## src/rtl/spi_slave.sv

```systemverilog
// SPI mode-0 responder: synchronises ssel/sclk/mosi, shifts fixed-length
// frames MSB first, returns tx_data on miso, reports early ssel release.
// Ports: clk, rst_n (async low); ssel, sclk, mosi in; miso out;
//   tx_data in, tx_latched out; rx_data, rx_valid out; rx_ack in;
//   frame_abort, busy out; rx_overrun out with SPI_SLAVE_OVERRUN_EN.
// Option: define SPI_SLAVE_OVERRUN_EN for held rx_valid + sticky overrun.
module spi_slave #(
  parameter int FRAME_LENGTH = 16,
  parameter int SYNC_STAGES  = 2
) (
  input  logic                    clk,
  input  logic                    rst_n,
  input  logic                    ssel,
  input  logic                    sclk,
  input  logic                    mosi,
  output logic                    miso,
  input  logic [FRAME_LENGTH-1:0] tx_data,
  output logic                    tx_latched,
  output logic [FRAME_LENGTH-1:0] rx_data,
  output logic                    rx_valid,
  input  logic                    rx_ack,
  output logic                    frame_abort,
  output logic                    busy
`ifdef SPI_SLAVE_OVERRUN_EN
  ,
  output logic                    rx_overrun
`endif
);

  localparam int CW = $clog2(FRAME_LENGTH + 1);
  localparam logic [CW-1:0] LAST = CW'(FRAME_LENGTH - 1);

  typedef enum logic [1:0] {
    IDLE,
    ACTIVE,
    WAIT_END
  } state_t;

  state_t r_state;
  state_t w_next;

  logic [SYNC_STAGES-1:0] r_ssel_sync;
  logic [SYNC_STAGES-1:0] r_sclk_sync;
  logic [SYNC_STAGES-1:0] r_mosi_sync;
  logic [SYNC_STAGES-1:0] r_fill;
  logic                   r_sclk_d;
  logic                   r_armed;

  logic [FRAME_LENGTH-2:0] r_tx_shift;
  logic [FRAME_LENGTH-2:0] r_rx_shift;
  logic [FRAME_LENGTH-1:0] r_rx_data;
  logic [CW-1:0]           r_bit_cnt;
  logic                    r_miso;
  logic                    r_tx_latched;
  logic                    r_frame_abort;
  logic                    r_rx_valid;

  logic w_ssel_s;
  logic w_sclk_s;
  logic w_mosi_s;
  logic w_sel;
  logic w_rise;
  logic w_fall;
  logic w_start;
  logic w_done;
  logic w_abort;
  logic w_shift_in;
  logic w_shift_out;

  assign w_ssel_s = r_ssel_sync[SYNC_STAGES-1];
  assign w_sclk_s = r_sclk_sync[SYNC_STAGES-1];
  assign w_mosi_s = r_mosi_sync[SYNC_STAGES-1];
  assign w_sel    = ~w_ssel_s;
  assign w_rise   = w_sclk_s & ~r_sclk_d;
  assign w_fall   = ~w_sclk_s & r_sclk_d;

  // r_fill marks when the sync chain holds real pin values after reset;
  // r_armed needs a genuine deselect first so a frame in flight is skipped.
  always_ff @(posedge clk or negedge rst_n) begin
    if (!rst_n) begin
      r_ssel_sync <= '1;
      r_sclk_sync <= '0;
      r_mosi_sync <= '0;
      r_fill      <= '0;
      r_sclk_d    <= 1'b0;
      r_armed     <= 1'b0;
    end else begin
      r_ssel_sync <= {r_ssel_sync[SYNC_STAGES-2:0], ssel};
      r_sclk_sync <= {r_sclk_sync[SYNC_STAGES-2:0], sclk};
      r_mosi_sync <= {r_mosi_sync[SYNC_STAGES-2:0], mosi};
      r_fill      <= {r_fill[SYNC_STAGES-2:0], 1'b1};
      r_sclk_d    <= w_sclk_s;
      if (r_fill[SYNC_STAGES-1] && w_ssel_s)
        r_armed <= 1'b1;
    end
  end

  always_ff @(posedge clk or negedge rst_n) begin
    if (!rst_n) r_state <= IDLE;
    else        r_state <= w_next;
  end

  // Last rise wins over a simultaneous deselect: the frame completes.
  always_comb begin
    w_next      = r_state;
    w_start     = 1'b0;
    w_done      = 1'b0;
    w_abort     = 1'b0;
    w_shift_in  = 1'b0;
    w_shift_out = 1'b0;
    unique case (r_state)
      IDLE: begin
        if (r_armed && w_sel) begin
          w_start = 1'b1;
          w_next  = ACTIVE;
        end
      end
      ACTIVE: begin
        if (w_rise && r_bit_cnt == LAST) begin
          w_done = 1'b1;
          w_next = WAIT_END;
        end else if (!w_sel) begin
          w_abort = 1'b1;
          w_next  = IDLE;
        end else if (w_rise) begin
          w_shift_in = 1'b1;
        end else if (w_fall && r_bit_cnt != '0) begin
          w_shift_out = 1'b1;
        end
      end
      WAIT_END: begin
        if (!w_sel) w_next = IDLE;
      end
      default: w_next = IDLE;
    endcase
  end

  // tx_shift keeps only the bits still to be sent after the MSB.
  always_ff @(posedge clk or negedge rst_n) begin
    if (!rst_n) begin
      r_tx_shift    <= '0;
      r_rx_shift    <= '0;
      r_rx_data     <= '0;
      r_bit_cnt     <= '0;
      r_miso        <= 1'b0;
      r_tx_latched  <= 1'b0;
      r_frame_abort <= 1'b0;
    end else begin
      r_tx_latched  <= w_start;
      r_frame_abort <= w_abort;
      if (w_start) begin
        r_tx_shift <= tx_data[FRAME_LENGTH-2:0];
        r_miso     <= tx_data[FRAME_LENGTH-1];
        r_bit_cnt  <= '0;
      end
      if (w_shift_in) begin
        r_rx_shift <= {r_rx_shift[FRAME_LENGTH-3:0], w_mosi_s};
        r_bit_cnt  <= r_bit_cnt + CW'(1);
      end
      if (w_shift_out) begin
        r_tx_shift <= {r_tx_shift[FRAME_LENGTH-3:0], 1'b0};
        r_miso     <= r_tx_shift[FRAME_LENGTH-2];
      end
      if (w_done || w_abort)
        r_miso <= 1'b0;
      if (w_done)
        r_rx_data <= {r_rx_shift, w_mosi_s};
    end
  end

`ifdef SPI_SLAVE_OVERRUN_EN
  logic r_rx_overrun;

  always_ff @(posedge clk or negedge rst_n) begin
    if (!rst_n) begin
      r_rx_valid   <= 1'b0;
      r_rx_overrun <= 1'b0;
    end else if (w_done) begin
      r_rx_valid <= 1'b1;
      if (r_rx_valid && !rx_ack)
        r_rx_overrun <= 1'b1;
    end else if (rx_ack) begin
      r_rx_valid <= 1'b0;
    end
  end

  assign rx_overrun = r_rx_overrun;
`else
  logic w_unused_ack;
  assign w_unused_ack = rx_ack;

  always_ff @(posedge clk or negedge rst_n) begin
    if (!rst_n) r_rx_valid <= 1'b0;
    else        r_rx_valid <= w_done;
  end
`endif

  assign miso        = r_miso;
  assign tx_latched  = r_tx_latched;
  assign rx_data     = r_rx_data;
  assign rx_valid    = r_rx_valid;
  assign frame_abort = r_frame_abort;
  assign busy        = (r_state != IDLE);

endmodule
```

## config.mk

```make
export PLATFORM = sky130hd
export DESIGN_NAME = spi_slave
export DESIGN_NICKNAME = d
export VERILOG_FILES = /design/src/rtl/spi_slave.sv
export SDC_FILE = /design/constraint.sdc
export NUM_CORES = 1
export LEC_CHECK = 0
export CAP_MARGIN = 20
export CORE_MARGIN = 4
export CORE_UTILIZATION = 52
export DETAILED_ROUTE_END_ITERATION = 8
export PLACE_DENSITY = 0.86
export SYNTH_ARGS = -nofsm -noshare
export SYNTH_HDL_FRONTEND = slang
export SYNTH_SLANG_ARGS = --single-unit
```

## constraint.sdc

```tcl
create_clock -name clk -period 3.1 [get_ports clk]
set_clock_uncertainty 0.2 [all_clocks]
set_input_delay 0.31 -clock clk [delete_from_list [all_inputs] [get_ports clk]]
set_output_delay 0.31 -clock clk [all_outputs]
set_load 0.1 [all_outputs]
```

==> metrics.yaml, run 1 <==
cells_and_area:
  postLayoutCoreUtil_pct: 67.8
  layout.cells.most_common_list: "65 x dfrtp_1, 32 x nand2_1, 26 x buf_4"
  fill_cells: 361
  post_route_cells_drive_above_1_share_pct: 31.7
  layout_commonest_cell: "dfrtp_1"
  final_net_count: 271
  areaGrowthSynthToFinish_pct: 23.0
  antennaDiodeCount: 0
global_route:
  grt_max_degree: 44
  number_of_antenna_violations_at_the_first_check_in_global_routing: 0
  grt_usage_pct: 16.4
  grt_pass1_vias: 1732
  grt_pass1_wl_mm: 7.79
  grt-ovfl-total: 0
sta:
  fin_crit_ns: 2.44
  final_setup_violations: 0
  max_slew.worst_pin.slew_ns: 0.908
  final_min_period_over_clock_period_pct: 78.6
  timing.setup.tns_ns: 0
  fin_ws_ns: 0.662
  maxSlewHeadroom_pct: 39.5
  finalHoldViolCount: 0
  slew_viol_final: 0
  max_freq_mhz: 410
  unrepaired_setup_endpoints_after_global_routing: "false"
yosys:
  post_syn_area_per_cell_um2: 13.5
  postSynthCellCount: 198
  synth.yosys.warnings: 0
  synth_cell_types: 33
  yosys_register_bits: 67
  seq_area_frac_synth_pct: 62.8
  synthesis.nets: 223
  post_synth_instance_area_um2: 2680
placement:
  place.port_buffers: 41
  dp_worst_setup_slack_ns: 0.572
  place.gp.congestion: 0.716
  dp_hpwl_mm: 2.96
pwr:
  worst_voltage_drop_across_the_vdd_grid_uv: 463
  pwr_density_cell_nw_per_um2: 615
  leakage_power_nw: 1.67
worst_setup_path:
  critical-path-slowest-cell: "or4b_1"
  critPathBufInv: 1
  critical_path_required_ns: 3.12
  crit_family: "simple AND/OR/NAND/NOR gates"
  critical_path_arrival_ns: 2.45
  worstSetupPathType: "flip-flop to flip-flop"
  cpMostUsedCell: "ha_1"
  startpoint: "r_bit_cnt[0]$_DFFE_PN0P_"
  slowest_delay_ns: 0.47
  critical_path.reg2reg.startpoint: "r_bit_cnt[0]$_DFFE_PN0P_"
  startpoint_class: "flip-flop"
  worst-path-max-fanout: 25
  crit_chain: "ha_1 -> and3_1 -> ha_1 -> or4b_1 -> buf_4 -> mux2_4"
  setup.worst_path.end_class: "flip-flop"
clock_tree:
  tritoncts.num_buffers: 9
  htree_num_levels: 3
  clock_pin_slew_reported_for_the_worst_setup_and_hold_paths_after_clock_tree_synthesis_ns: 0.07
  clockBufferDepth: 2
  numClockSinks: 67
  post_cts_buffers: 0
  clock_network_latency_to_the_later_pin_of_the_worst_skew_pair_ns: 0.33
  ctsRootBufferMaster: "clkbuf_8"
  clock_tree_from_tritoncts: "built"
route:
  wl_mm: 4.56
  drt-wirelength-per-cell_um: 14.4
  vias: 1628
  initialDrtViolationCount: 88
  postRouteAntennaNets: 0
  drt_drc_violations_left: 0
  avgViaCountPerCell: 5.15
  detailedRoute.firstPassIterationCount: 5
job:
  max_cap_violations: 0
hold_path:
  holdCritStartpoint: "r_sclk_sync[0]$_DFF_PN0_"
  worst_hold_path_type: "flip-flop to flip-flop"
die:
  initial_utilization_pct: 55.2
  fp.dieArea_um2: 6360
  chipWidth_um: 79.7
  chipHeight_um: 79.7
  rows: 25
  num_io_pins: 43
  design.core.area_um2: 4850
run_status:
  status: "completed"
## flip-flops by register name, indices dropped and copies added (netlist names)
signal / cells
tx_latched: 1
rx_valid: 1
frame_abort: 1
r_bit_cnt: 5
r_rx_shift: 15
r_state: 2
r_ssel_sync: 2
miso: 1
r_fill: 2
rx_data: 16
r_armed: 1
r_mosi_sync: 2
r_sclk_sync: 2
r_sclk_d: 1
r_tx_shift: 15
## path summary, 6_finish.rpt
check / cells past startpoint / slack [ns] / to
max reg2reg: 6 / 0.66 / r_rx_shift[7]$_DFFE_PN0P_
max in group asynchronous: 3 / 1.49 / rx_data[0]$_DFFE_PN0P_
max: 6 / 0.66 / r_rx_shift[7]$_DFFE_PN0P_
min: 0 / 0.15 / r_sclk_sync[1]$_DFF_PN0_
min reg2reg: 0 / 0.15 / r_sclk_sync[1]$_DFF_PN0_
min in group asynchronous: 2 / 0.44 / r_tx_shift[5]$_DFFE_PN0P_
## repair_timing
action / 4_1_cts / 5_1_grt
hold buffers: 1 / 0
hold endpoints to repair: 39 / 0
resized for setup: 0 / 0
## logic make-up (layout without fill, tap and decap cells)
logic type | after synthesis | after routing | synth area share [%]
flops | 67 | 67 | 62.8
compound gates | 25 | 25 | 6.78
xor+xnor | 1 | 1 | 0.327
simple gates | 52 | 52 | 9.82
fa+ha+maj | 3 | 3 | 1.40
mux | 32 | 32 | 15.0
buf+inv | 17 | 68 | 3.79
other cells | 1 | 1 | 0.140
## metal layers
layer	vias up	track usage, %	share of wire (%)	routed length, um
met5	-	0	0	0
met4	0	8.08	1.3	58
met1	806	20.5	44	1990
li1	780	-	-	-
met3	5	6.55	6.2	281
met2	37	24.7	49	2220
## synthesized netlist by cell type, drive strengths merged
library cell | count | area, um2
a2111oi | 1 | 15.0
a21o | 3 | 22.5
a21oi | 1 | 5.00
a22oi | 14 | 105
a41oi | 1 | 8.76
and3 | 1 | 6.26
and4 | 1 | 8.76
and4b | 1 | 10.0
buf | 8 | 67.6
clkbuf | 2 | 7.51
conb | 1 | 3.75
dfrtp | 65 | 1630
dfstp | 2 | 52.6
ha | 3 | 37.5
inv | 7 | 26.3
mux2 | 31 | 390
mux2i | 1 | 10.0
nand2 | 32 | 120
nand3 | 5 | 25.0
nand3b | 1 | 7.51
nor2 | 2 | 7.51
nor3 | 1 | 5.00
nor3b | 3 | 27.5
nor4b | 1 | 8.76
o21ai | 5 | 25.0
or2 | 1 | 6.26
or4b | 3 | 30.0
xor2 | 1 | 8.76
## through the flow
step           total power [mW]  instance area (um2)  hold slack (ns)  cells
2_1_floorplan              1.22                 2680           -0.186    198
3_3_place_gp               1.30                 3070            0.132    300
3_5_place_dp               1.31                 3070            0.136    300
4_1_cts                    2.05                 3280            0.152    315
5_1_grt                    2.12                 3290            0.162    316
6_report                   2.02                 3290            0.151    316
## worst reg2reg max path, cell delays in order (launching register included)
cell and delay [ns]:
dfrtp_1 0.43, ha_1 0.25, and3_1 0.19, ha_1 0.19, or4b_1 0.47, buf_4 0.26
mux2_4 0.34
## area by class of cell
class / count / area, um2 / area share, %
Clock buffer: 12 / 165 / 5.02
Sequential cell: 67 / 1680 / 51.0
Tap cell: 67 / 83.8 / 2.55
Inverter: 7 / 26.3 / 0.799
Clock inverter: 2 / 35.0 / 1.07
Timing Repair Buffer: 47 / 400 / 12.2
Multi-Input combinational cell: 114 / 900 / 27.3
## power by group
part           leakage, nW  internal, mW  switching, mW
Sequential           0.871         0.969         0.0585
Combinational        0.699         0.108          0.162
Clock                0.104         0.427          0.299
(Power assumes the default switching activity.)
==> run 2: changes to the inputs <==
Settings changed: CORE_UTILIZATION 52 to 47, PLACE_DENSITY 0.86 to 0.82.
Clock period 3.1 ns to 2.2 ns, I/O delays scaled along.
==> metrics.yaml, run 2 (same netlist as run 1, synthesis figures left out) <==
run_status:
  status: "completed"
clock_tree:
  tritoncts.num_buffers: 9
  ctsRootBufferMaster: "clkbuf_8"
  clockBufferDepth: 2
  numClockSinks: 67
  clock_tree_from_tritoncts: "built"
  clock_network_latency_to_the_later_pin_of_the_worst_skew_pair_ns: 0.34
  htree_num_levels: 3
  clock_pin_slew_reported_for_the_worst_setup_and_hold_paths_after_clock_tree_synthesis_ns: 0.06
  post_cts_buffers: 0
pwr:
  worst_voltage_drop_across_the_vdd_grid_uv: 543
  leakage_power_nw: 1.73
  pwr_density_cell_nw_per_um2: 796
cells_and_area:
  final_net_count: 281
  areaGrowthSynthToFinish_pct: 27.9
  largest_register_ff_count: 16
  layout_commonest_cell: "dfrtp_1"
  final_cells: 331
  antennaDiodeCount: 0
  post_route_cells_drive_above_1_share_pct: 37.1
  layout.cells.most_common_list: "65 x dfrtp_1, 32 x nand2_1, 31 x buf_4"
die:
  chipHeight_um: 83.4
  chipWidth_um: 83.4
  fp.dieArea_um2: 6960
  design.core.area_um2: 5510
  num_io_pins: 43
  rows: 27
  initial_utilization_pct: 48.6
sta:
  maxSlewHeadroom_pct: 64.0
  finalHoldWorstSlack_ns: 0.0987
  final_min_period_over_clock_period_pct: 99.9
  final_setup_violations: 0
  finalHoldViolCount: 0
  unrepaired_setup_endpoints_after_global_routing: "true"
  max_freq_mhz: 455
  fin_crit_ns: 2.20
  slew_viol_final: 0
  max_slew.worst_pin.slew_ns: 0.539
worst_setup_path:
  critical_path.reg2reg.startpoint: "r_bit_cnt[0]$_DFFE_PN0P_"
  critical_path_arrival_ns: 2.22
  worstSetupPathType: "flip-flop to flip-flop"
  critical_path_required_ns: 2.22
  r2r_slack_ns: 0.003
  setup.worst_path.end_class: "flip-flop"
  critPathBufInv: 1
  crit_family: "simple AND/OR/NAND/NOR gates"
  crit_chain: "ha_2 -> and3_4 -> ha_4 -> or4b_4 -> buf_8 -> mux2i_1 -> a21o_1"
  worst-path-max-fanout: 10
  critical-path-slowest-cell: "or4b_4"
  startpoint_class: "flip-flop"
  crit-reg2reg-capture: "r_bit_cnt[2]$_DFFE_PN0P_"
  slowest_delay_ns: 0.50
  r2r_cells: 7
global_route:
  number_of_antenna_violations_at_the_first_check_in_global_routing: 0
  grt_usage_pct: 15.7
  grt_max_degree: 45
  grt-ovfl-total: 0
  grt_pass1_wl_mm: 8.47
  grt_pass1_vias: 1753
job:
  max_cap_violations: 0
placement:
  place.port_buffers: 41
  dp_hpwl_mm: 3.28
  post-place-cells: 316
  place.gp.congestion: 0.815
route:
  drt_drc_violations_left: 0
  drt-wirelength-per-cell_um: 14.5
  detailedRoute.firstPassIterationCount: 4
  postRouteAntennaNets: 0
  avgViaCountPerCell: 5.14
  initialDrtViolationCount: 151
  wl_mm: 4.82
  vias: 1700
hold_path:
  worst_hold_path_type: "primary input to flip-flop"
  holdPathEnd: "r_ssel_sync[0]$_DFF_PN1_"
  holdCritStartpoint: "ssel"
  hold_path_depth: 1
-- run 2: cell types whose count changed in the layout (fill, tap and decap cells not counted), moves of 2 or more --
cell	change
buf_4	+5
clkinv_2	+2
ha_1	-2
or4b_1	-2
or4b_4	+2
buf_12	+3
-- run 2: how the worst max path moves through the flow --
stage                                  start                          to  slack, ns  cells past startpoint
global route        r_bit_cnt[0]$_DFFE_PN0P_    r_bit_cnt[2]$_DFFE_PN0P_      -0.05                      7
detailed placement  r_bit_cnt[0]$_DFFE_PN0P_   r_rx_shift[6]$_DFFE_PN0P_      -0.03                      6
global placement    r_bit_cnt[0]$_DFFE_PN0P_   r_rx_shift[8]$_DFFE_PN0P_      0.007                      6
floorplan           r_bit_cnt[0]$_DFFE_PN0P_  r_rx_shift[10]$_DFFE_PN0P_      -0.08                      7
finish              r_bit_cnt[0]$_DFFE_PN0P_    r_bit_cnt[2]$_DFFE_PN0P_      0.003                      7
CTS                 r_bit_cnt[0]$_DFFE_PN0P_   r_rx_shift[9]$_DFFE_PN0P_       0.01                      6
-- run 2: layout make-up --
class | count | area [um2]
Multi-Input combinational cell | 114 | 935
Sequential cell | 67 | 1680
Timing Repair Buffer | 57 | 524
Inverter | 7 | 26.3
Tap cell | 72 | 90.1
Clock buffer | 11 | 151
Clock inverter | 3 | 15.0
Fill cell | 424 | 2090
-- run 2: timing repair --
action                     in CTS  in global routing
pin swaps                       0                  1
hold endpoints to repair       21                  0
resized for setup               3                  6
hold buffers                    1                  0
setup endpoints to repair      16                 43
-- run 2: stage by stage --
stage	power [mW]	instance area, um2	util, %	setup TNS, ns	worst slack, ns
2_1_floorplan	1.72	2700	-	-0.893	-0.0827
3_3_place_gp	1.86	3220	58.4	0	0.00658
3_5_place_dp	1.88	3220	58.4	-0.272	-0.0261
4_1_cts	2.75	3410	61.8	0	0.0120
5_1_grt	2.88	3420	62.1	-0.436	-0.0516
6_report	2.72	3420	62.1	0	0.00311
-- run 2: where the power goes --
group / switching (mW) / internal, mW / total, mW
Clock: 0.410 / 0.451 / 0.861
Sequential: 0.0783 / 1.37 / 1.44
Combinational: 0.244 / 0.175 / 0.419
-- run 2: worst reg2reg max path, cell delays in order (launching register included) --
cell,delay [ns]
dfrtp_1,0.38
ha_2,0.19
and3_4,0.18
ha_4,0.15
or4b_4,0.50
buf_8,0.17
mux2i_1,0.13
a21o_1,0.19
-- run 2: per-layer routing --
metal	GRT usage (%)	share of wire [%]	wire length, um	up-vias
met5	0	0	0	-
met4	9.50	2.8	133	0
met3	4.66	3.0	146	13
met2	24.3	50	2410	25
met1	19.2	44	2120	858
li1	-	-	-	804
